==> src/rtl/lfsr_rand_gen_if.sv <==
// ---------------------------------------------------------------------------
// lfsr_rand_gen_if
//
// Purpose:
//   Groups the control, seed and ready/valid output signals of the LFSR
//   random generator into one bundle. Clock and reset are not part of this
//   interface. They stay plain ports on the generator.
//
// Signals:
//   enable       run request; low pauses generation with the state held
//   seed_load    load seed_in into the generator state this cycle
//   seed_in      [WIDTH] seed value used by seed_load
//   rand_ready   consumer accepts rand_out while rand_valid is high
//   rand_out     [WIDTH] current LFSR state
//   rand_valid   rand_out holds a usable value
//   lockup       generator is stalled on the all-zero state
//   period_done  one-cycle pulse when the sequence returns to its seed
//   step_count   [16] accepted outputs since the last seed load or reset
//
// Modports:
//   master  consumer / controller side (drives the requests)
//   slave   generator side (drives the results)
// ---------------------------------------------------------------------------
interface lfsr_rand_gen_if #(
    parameter int unsigned WIDTH = 6
);

    logic             enable;
    logic             seed_load;
    logic [WIDTH-1:0] seed_in;
    logic             rand_ready;
    logic [WIDTH-1:0] rand_out;
    logic             rand_valid;
    logic             lockup;
    logic             period_done;
    logic [15:0]      step_count;

    modport master (
        output enable,
        output seed_load,
        output seed_in,
        output rand_ready,
        input  rand_out,
        input  rand_valid,
        input  lockup,
        input  period_done,
        input  step_count
    );

    modport slave (
        input  enable,
        input  seed_load,
        input  seed_in,
        input  rand_ready,
        output rand_out,
        output rand_valid,
        output lockup,
        output period_done,
        output step_count
    );

endinterface

==> src/rtl/lfsr_rand_gen.sv <==
// ---------------------------------------------------------------------------
// lfsr_rand_gen
//
// Purpose:
//   Pseudo-random generator built on a WIDTH-bit LFSR. Each value is offered
//   on a ready/valid handshake. The register steps once per accepted output.
//   It supports Fibonacci or Galois feedback, a runtime seed load, detection
//   of the all-zero lockup state, a period-complete pulse and a saturating
//   count of accepted outputs.
//
// Parameters:
//   WIDTH  LFSR width, legal 3..32
//   TAPS   feedback tap mask, WIDTH bits
//   MODE   0 = Fibonacci, 1 = Galois
//   SEED   reset state. It must be non-zero or the generator starts locked.
//
// Ports:
//   clk    single clock. All state updates happen on the rising edge.
//   rst_n  asynchronous, active-low reset
//   bus    lfsr_rand_gen_if.slave. See the interface file for each signal.
// ---------------------------------------------------------------------------
module lfsr_rand_gen #(
    parameter int unsigned      WIDTH = 6,
    parameter logic [WIDTH-1:0] TAPS  = WIDTH'(6'b000011),
    parameter int unsigned      MODE  = 0,
    parameter logic [WIDTH-1:0] SEED  = WIDTH'(6'b000001)
) (
    input  logic            clk,
    input  logic            rst_n,
    lfsr_rand_gen_if.slave  bus
);

    // Generator control states.
    typedef enum logic [1:0] {
        S_IDLE = 2'd0,
        S_RUN  = 2'd1,
        S_LOCK = 2'd2
    } state_t;

    state_t           r_fsm;
    state_t           w_fsm_next;

    logic [WIDTH-1:0] r_lfsr;
    logic [WIDTH-1:0] r_seed;
    logic             r_period_done;
    logic [15:0]      r_step_count;

    logic [WIDTH-1:0] w_lfsr_next;
    logic             w_accept;
    logic             w_seed_zero;
    logic             w_next_zero;
    logic             w_step_sat;

    // The feedback style is fixed when the design is built. Only one of the
    // two step functions exists in hardware.
    generate
        if (MODE == 0) begin : g_fibonacci
            // The XOR of the tapped bits enters at the MSB. The rest of the
            // register shifts toward the LSB.
            assign w_lfsr_next = {^(r_lfsr & TAPS), r_lfsr[WIDTH-1:1]};
        end else begin : g_galois
            // The bit shifted out of the LSB toggles every tapped position.
            assign w_lfsr_next = (r_lfsr >> 1) ^ ({WIDTH{r_lfsr[0]}} & TAPS);
        end
    endgenerate

    // An output is consumed only while RUN offers it and the consumer takes
    // it. A seed load in the same cycle overrides the step, so that
    // handshake does not advance the register.
    assign w_accept    = (r_fsm == S_RUN) && bus.rand_ready && !bus.seed_load;
    assign w_seed_zero = (bus.seed_in == '0);
    assign w_next_zero = (w_lfsr_next == '0);
    assign w_step_sat  = (r_step_count == 16'hFFFF);

    // Next-state logic. A seed load overrides every other transition. LOCK
    // is left only through a seed load, because stepping cannot leave zero.
    always_comb begin
        w_fsm_next = r_fsm;
        if (bus.seed_load) begin
            if (!bus.enable) begin
                w_fsm_next = S_IDLE;
            end else if (w_seed_zero) begin
                w_fsm_next = S_LOCK;
            end else begin
                w_fsm_next = S_RUN;
            end
        end else begin
            case (r_fsm)
                S_IDLE: begin
                    if (bus.enable) begin
                        w_fsm_next = (r_lfsr != '0) ? S_RUN : S_LOCK;
                    end
                end
                S_RUN: begin
                    // Stepping into zero can happen only with non-maximal
                    // taps. That takes priority over pausing, because the
                    // generator cannot recover from zero on its own.
                    if (w_accept && w_next_zero) begin
                        w_fsm_next = S_LOCK;
                    end else if (!bus.enable) begin
                        w_fsm_next = S_IDLE;
                    end
                end
                S_LOCK: begin
                    w_fsm_next = S_LOCK;
                end
                default: begin
                    w_fsm_next = S_IDLE;
                end
            endcase
        end
    end

    // State register for the control FSM.
    always_ff @(posedge clk or negedge rst_n) begin
        if (!rst_n) begin
            r_fsm <= S_IDLE;
        end else begin
            r_fsm <= w_fsm_next;
        end
    end

    // LFSR datapath and bookkeeping. A seed load replaces both the live
    // state and the reference seed that period detection compares against.
    // An accepted output steps the register once. period_done is recomputed
    // every cycle, so it is high for one cycle only.
    always_ff @(posedge clk or negedge rst_n) begin
        if (!rst_n) begin
            r_lfsr        <= SEED;
            r_seed        <= SEED;
            r_period_done <= 1'b0;
            r_step_count  <= 16'd0;
        end else if (bus.seed_load) begin
            r_lfsr        <= bus.seed_in;
            r_seed        <= bus.seed_in;
            r_period_done <= 1'b0;
            r_step_count  <= 16'd0;
        end else if (w_accept) begin
            r_lfsr        <= w_lfsr_next;
            r_period_done <= (w_lfsr_next == r_seed);
            // Completing a period does not clear the count. The count stops
            // at all-ones instead of wrapping back to zero.
            if (!w_step_sat) begin
                r_step_count <= r_step_count + 16'd1;
            end
        end else begin
            r_period_done <= 1'b0;
        end
    end

    // The status outputs decode the registered FSM state. rand_out shows the
    // register directly, so it stays stable while the consumer withholds
    // ready.
    assign bus.rand_out    = r_lfsr;
    assign bus.rand_valid  = (r_fsm == S_RUN);
    assign bus.lockup      = (r_fsm == S_LOCK);
    assign bus.period_done = r_period_done;
    assign bus.step_count  = r_step_count;

endmodule

==> src/flat_wrapper.sv <==
// flat-port wrapper written by rule: the top's interface ports become plain ports
module lfsr_rand_gen_flat 
#(
    parameter int unsigned      WIDTH = 6,
    parameter logic [WIDTH-1:0] TAPS  = WIDTH'(6'b000011),
    parameter int unsigned      MODE  = 0,
    parameter logic [WIDTH-1:0] SEED  = WIDTH'(6'b000001)
)
  (clk, rst_n, bus_enable, bus_seed_load, bus_seed_in, bus_rand_ready, bus_rand_out, bus_rand_valid, bus_lockup, bus_period_done, bus_step_count);
  lfsr_rand_gen_if #(.WIDTH(WIDTH)) bus_i ();
  input  logic clk;
  input  logic rst_n;
  input wire logic [$bits(bus_i.enable)-1:0] bus_enable;
  input wire logic [$bits(bus_i.seed_load)-1:0] bus_seed_load;
  input wire logic [$bits(bus_i.seed_in)-1:0] bus_seed_in;
  input wire logic [$bits(bus_i.rand_ready)-1:0] bus_rand_ready;
  output wire logic [$bits(bus_i.rand_out)-1:0] bus_rand_out;
  output wire logic [$bits(bus_i.rand_valid)-1:0] bus_rand_valid;
  output wire logic [$bits(bus_i.lockup)-1:0] bus_lockup;
  output wire logic [$bits(bus_i.period_done)-1:0] bus_period_done;
  output wire logic [$bits(bus_i.step_count)-1:0] bus_step_count;
  assign bus_i.enable = bus_enable;
  assign bus_i.seed_load = bus_seed_load;
  assign bus_i.seed_in = bus_seed_in;
  assign bus_i.rand_ready = bus_rand_ready;
  assign bus_rand_out = bus_i.rand_out;
  assign bus_rand_valid = bus_i.rand_valid;
  assign bus_lockup = bus_i.lockup;
  assign bus_period_done = bus_i.period_done;
  assign bus_step_count = bus_i.step_count;
  lfsr_rand_gen #(.WIDTH(WIDTH), .TAPS(TAPS), .MODE(MODE), .SEED(SEED)) u_core (.clk(clk), .rst_n(rst_n), .bus(bus_i));
endmodule
==> config.mk <==
export PLATFORM = sky130hd
export DESIGN_NAME = lfsr_rand_gen_flat
export DESIGN_NICKNAME = d
export VERILOG_FILES = /design/src/rtl/lfsr_rand_gen_if.sv /design/src/rtl/lfsr_rand_gen.sv /design/src/flat_wrapper.sv
export SDC_FILE = /design/constraint.sdc
export NUM_CORES = 1
export LEC_CHECK = 0
export CORE_MARGIN = 4
export CORE_UTILIZATION = 51
export DETAILED_ROUTE_END_ITERATION = 8
export PLACE_DENSITY = 0.79
export SYNTH_ARGS = -nofsm -noshare
export SYNTH_HDL_FRONTEND = slang
export SYNTH_SLANG_ARGS = --single-unit
==> constraint.sdc <==
create_clock -name clk -period 2.8 [get_ports clk]
set_clock_uncertainty 0.2 [all_clocks]
set_input_delay 0.56 -clock clk [delete_from_list [all_inputs] [get_ports clk]]
set_output_delay 0.56 -clock clk [all_outputs]
set_load 0.03 [all_outputs]
* Word-level counts from Yosys, hierarchy flattened
Index checks and enable logic that the tools add are counted.
** Operators by class
- $add $sub $neg :: 1
- Equal/unequal tests :: 7
- Multiplexer cells :: 15
- Reduce and logical (&&, ||, !) cells :: 12
** Operator list (number)
- $mux 16 :: 3
- $add 16x1->16 const B :: 1
- $eq 16x16->1 const B :: 1
- $mux 2 :: 7
- $logic_not 6->1 :: 2
- $mux 6 :: 2
- $eq 6x6->1 :: 1
- $pmux 2 s3 :: 1
- $reduce_bool 6->1 :: 1
- $reduce_xor 6->1 :: 1
- $ne 4x3->1 const B :: 1
- $reduce_and 2->1 :: 2
- $logic_and 1x1->1 :: 3
- $ne 3x3->1 const B :: 1
- $eq 2x1->1 const B :: 1
- $eq 2x2->1 const B :: 1
- $logic_not 2->1 :: 1
- $mux 1 :: 2
- $ne 2x2->1 const B :: 1
- $reduce_bool 2->1 :: 1
- $logic_not 1->1 :: 1
** Word-level totals
- Flip-flop bits (word level) :: 31
- Bits of input ports :: 11
- Output and inout port bits :: 25
- Logic and storage cells :: 40

* Logic depth before layout (Yosys ltp)
- Word-level depth :: 7
- Gate-level depth with buffers :: 7
- Mapped depth without buffers :: 6

* Worst setup path after synthesis
No wires, ideal clock.
- Path kind :: register to register
- From :: register u_core.r_step_count[0], in the netlist u_core.bus.step_count[0]
- To :: register u_core.r_step_count[15], in the netlist u_core.bus.step_count[15]
- Setup time :: 0.125 ns
- Arrival :: 1.810 ns
- Required time :: 2.475 ns
- Slack :: 0.665 ns
- Cell stages (with the launch flop) :: 6
- Buffers on the path :: 0
- Clock period less this slack :: 2.135 ns
- Cells stage by stage :: dfrtp_1 > ha_1 > nand3_1 > nor2_1 > a2111oi_2 > mux2_2
** On the way
- Cells in the longest elaborated chain, start to end :: 4
- Elaborated cells on any way between the ends :: 7
- Those cells by class :: add/sub (1); eq/ne (2); mux (3); reduce/logical (1)
** Ends and longest elaborated chain
- start, declared :: RTL line lfsr_rand_gen.sv:46 : logic [15:0] r_step_count;
- start signal, assigned :: RTL line lfsr_rand_gen.sv:144 : r_step_count <= r_step_count + 16'd1;
- $add 16x1->16 :: RTL line lfsr_rand_gen.sv:144
- $mux 16 :: RTL line lfsr_rand_gen.sv:143 : if (!w_step_sat) begin
- $mux 16 :: RTL line lfsr_rand_gen.sv:138 : end else if (w_accept) begin
- $mux 16 :: RTL line lfsr_rand_gen.sv:133 : end else if (bus.seed_load) begin
Several ways; a longest one is shown, not always the timed one. The select of a mux whose other input is x is not followed.
A chain may end at the register's enable or synchronous reset.

* Worst setup path after layout
- From :: register u_core.r_fsm[0]
- To :: output port bus_rand_valid
** On the way
- Cells in the longest elaborated chain, start to end :: 1
** Ends and longest elaborated chain
- start, declared :: RTL line lfsr_rand_gen.sv:40 : state_t r_fsm;
- start signal, assigned :: RTL line lfsr_rand_gen.sv:119 : r_fsm <= w_fsm_next;
- $eq 2x1->1 :: RTL line lfsr_rand_gen.sv:155 : assign bus.rand_valid = (r_fsm == S_RUN);
- end, declared :: RTL line flat_wrapper.sv:18 : output wire logic [$bits(bus_i.rand_valid)-1:0] bus_rand_valid;
No other way between the ends.

==> impl_metrics.yaml <==
place:
  numPortBuffers: 35
  dp.cells: 272
  place.gp.congestion: 0.8073
  dp_hpwl_um: 2897
worst_setup_path:
  r2r_cells: 5
  endpoint_kind: "output pin"
  start_kind: "register"
  r2r-start: "u_core.bus.step_count[0]"
  arrival_ns: 1.64
  worstPathRequired_ns: 2.04
  cp_max_fo: 8
  rr_endpoint: "u_core.bus.step_count[15]"
  reg2reg_slack_ns: 0.62
  worst-setup-path-type: "reg -> out"
logic_synthesis:
  synth_compound_area_share_pct: 17.31
  synth.most_common_cell: "dfrtp_1"
  avgSynthCellArea_um2: 9.451
  synth_top_area_share_pct: 39.38
  synth_nets: 208
  yosys.area_share.simple_pct: 23.29
  yosysUniqueCellTypes: 47
  synth-adder-area-share_pct: 1.358
  synthFlopType: "dfrtp_1"
  yosys.area.top_type: "dfrtp_1"
  netlist_instances: 195
  synth_commonest_cells: "dfrtp_1, nor2_1, o21ai_0"
  yosysSeqAreaShare_pct: 42.23
  synth_top_family_by_area: "simple AND/OR/NAND/NOR gates"
  yosys-top-cells-area: "dfrtp_1, o21ai_0, mux2_2"
  yosysWarnings: 0
  syn_area_um2: 1843
  synth_edf_count: 0
  synth_mux_area_share_pct: 7.060
  synth-seq-cells: 31
  async_flop_share_pct: 100.0
  synth_xor_area_share_pct: 3.327
clock_tree:
  cts_root_buf: "clkbuf_4"
  clockBufferDepth: 2
  htreeDepth: 2
  worstSkewPairLatency_ns: 0.33
  clock-sinks: 31
  cts_tree: "yes"
  cts_buffers: 5
  cts_resized: 0
  cts_setup_buffers: 0
  clk_pin_slew_worst_paths_ns: 0.10
  ctsHoldBuffers: 0
timing:
  whs_ns: 0.3054
  slew_headroom_pct: 63.81
  min_period_ns: 2.401
  finalSetupViolations: 0
  clock.fmax_mhz: 416.5
  drv_slew: 0
  finalHoldViolCount: 0
  rsz0062_at_grt: "false"
  period_share_pct: 85.74
  worst_slew_pin_slew_ns: 0.5379
  final.setup.tns_ns: 0
finish:
  fill_cells: 279
  syn_to_final_growth_pct: 24.92
  drive_above_1_share_pct: 13.25
  num-nets-final: 246
  fin_cells: 280
  utilization_pct: 67.40
  n_antenna_cell: 0
detailed_routing:
  routedWlPerCell_um: 14.64
  viasPerCell: 5.700
  wl_um: 4099
  drt_pass1_iterations: 4
  antenna_left: 0
  vias: 1596
  drcViolationCount: 0
  drt_iter0_markers: 129
power:
  peakVddDrop_mv: 0.3165
  p_total_w: 0.001114
  power.density_nw_per_um2: 484.0
  p_leak_nw: 0.9530
hold_path:
  hold_depth: 2
  worstHoldEndpoint: "u_core.r_seed[0]"
  hp-class: "reg -> reg"
  hold_start: "u_core.r_seed[0]"
global_routing:
  overflow: 0
  grt_pass1_vias: 1545
  antenna_found_initial: 0
  track_usage_pct: 19.88
  grt_start_max_net_pins: 32
  grt_pass1_wl_um: 6955
floorplanning:
  dieWidth_um: 68.12
  rows: 21
  dieArea_um2: 4640
  die_h_um: 68.12
  top_level_ports: 36
  start_util_pct: 53.96
  core-area_um2: 3416
outcome:
  outcome: "finished clean"
job:
  drv_cap: 0
==> worst max-delay path by stage <==
stage | from | end | slack, ns | cells past startpoint
floorplan | u_core.bus.step_count[0] | u_core.bus.step_count[15] | 0.67 | 5
global placement | bus_rand_ready | u_core.bus.step_count[3] | 0.28 | 6
detailed placement | bus_rand_ready | u_core.bus.step_count[3] | 0.26 | 6
CTS | u_core.r_fsm[0] | bus_rand_valid | 0.38 | 2
global route | u_core.r_fsm[0] | bus_rand_valid | 0.31 | 2
finish | u_core.r_fsm[0] | bus_rand_valid | 0.40 | 2
==> metal layers <==
metal | share of wire, % | up-vias | global-route usage, %
met5 | 0 | - | 0
met4 | 1.8 | 0 | 7.940
met3 | 5.6 | 10 | 4.598
met2 | 46 | 58 | 29.60
met1 | 47 | 742 | 27.77
li1 | - | 786 | -
==> report_power, final <==
| part | total, W | internal [W] | switching, W |
|---|---|---|---|
| Sequential | 0.000527 | 0.000482 | 0.0000445 |
| Clock | 0.000301 | 0.000148 | 0.000153 |
| Combinational | 0.000287 | 0.000126 | 0.000161 |
| Total | 0.00111 | 0.000756 | 0.000358 |
==> area by class of cell <==
class                      count  area [um2]  area share (%)
multi-input combinational    143       964.7           41.90
sequential                    31       778.2           33.80
timing repair buffer          40       387.9           16.85
clock buffer                   8       68.82           2.989
tap                           46       57.56           2.500
inverter                      12       45.04           1.957
==> state kept, by name, indices dropped and copies added (netlist names) <==
register                cells
u_core.bus.rand_out         6
u_core.bus.step_count      16
u_core.bus.period_done      1
u_core.r_fsm                2
u_core.r_seed               6
==> cells in the final DEF, fill, tap and decap left out, drive strengths merged, types with 2 or more instances in the layout <==
cell	Yosys	layout
nor2b	9	9
nor4	6	6
ha	2	2
dfstp	2	2
nor2	18	18
nand2	13	13
clkdlybuf4s50	0	35
mux2	8	8
mux2i	4	4
nor3	2	2
o211ai	5	5
xor2	5	5
a21oi	9	9
a211oi	5	5
dfrtp	29	29
and4	4	4
o21ai	18	18
nand4	4	4
or4	2	2
clkbuf	3	8
nand3	8	8
or3	3	3
nand3b	2	2
inv	12	12
o31ai	2	2
xnor2	2	2
buf	6	5
==> worst max-delay path, cell delays in order, from the launching register on <==
cell and delay, ns:
dfrtp_1 0.48, nor2b_1 0.16, clkdlybuf4s50_1 0.67
==> kinds of logic after synthesis <==
group,Yosys count
simple gates,75
compound gates,47
flops,31
buf+inv,21
mux,12
xor+xnor,7
fa+ha+maj,2
==> through the flow <==
step,instance area [um2],setup slack [ns]
floorplan,1843,0.6652
global placement,2233,0.2843
detailed placement,2233,0.2561
CTS,2302,0.3780
global route,2302,0.3063
finish,2302,0.3992
Note: power is estimated with default switching activity, not from simulation.
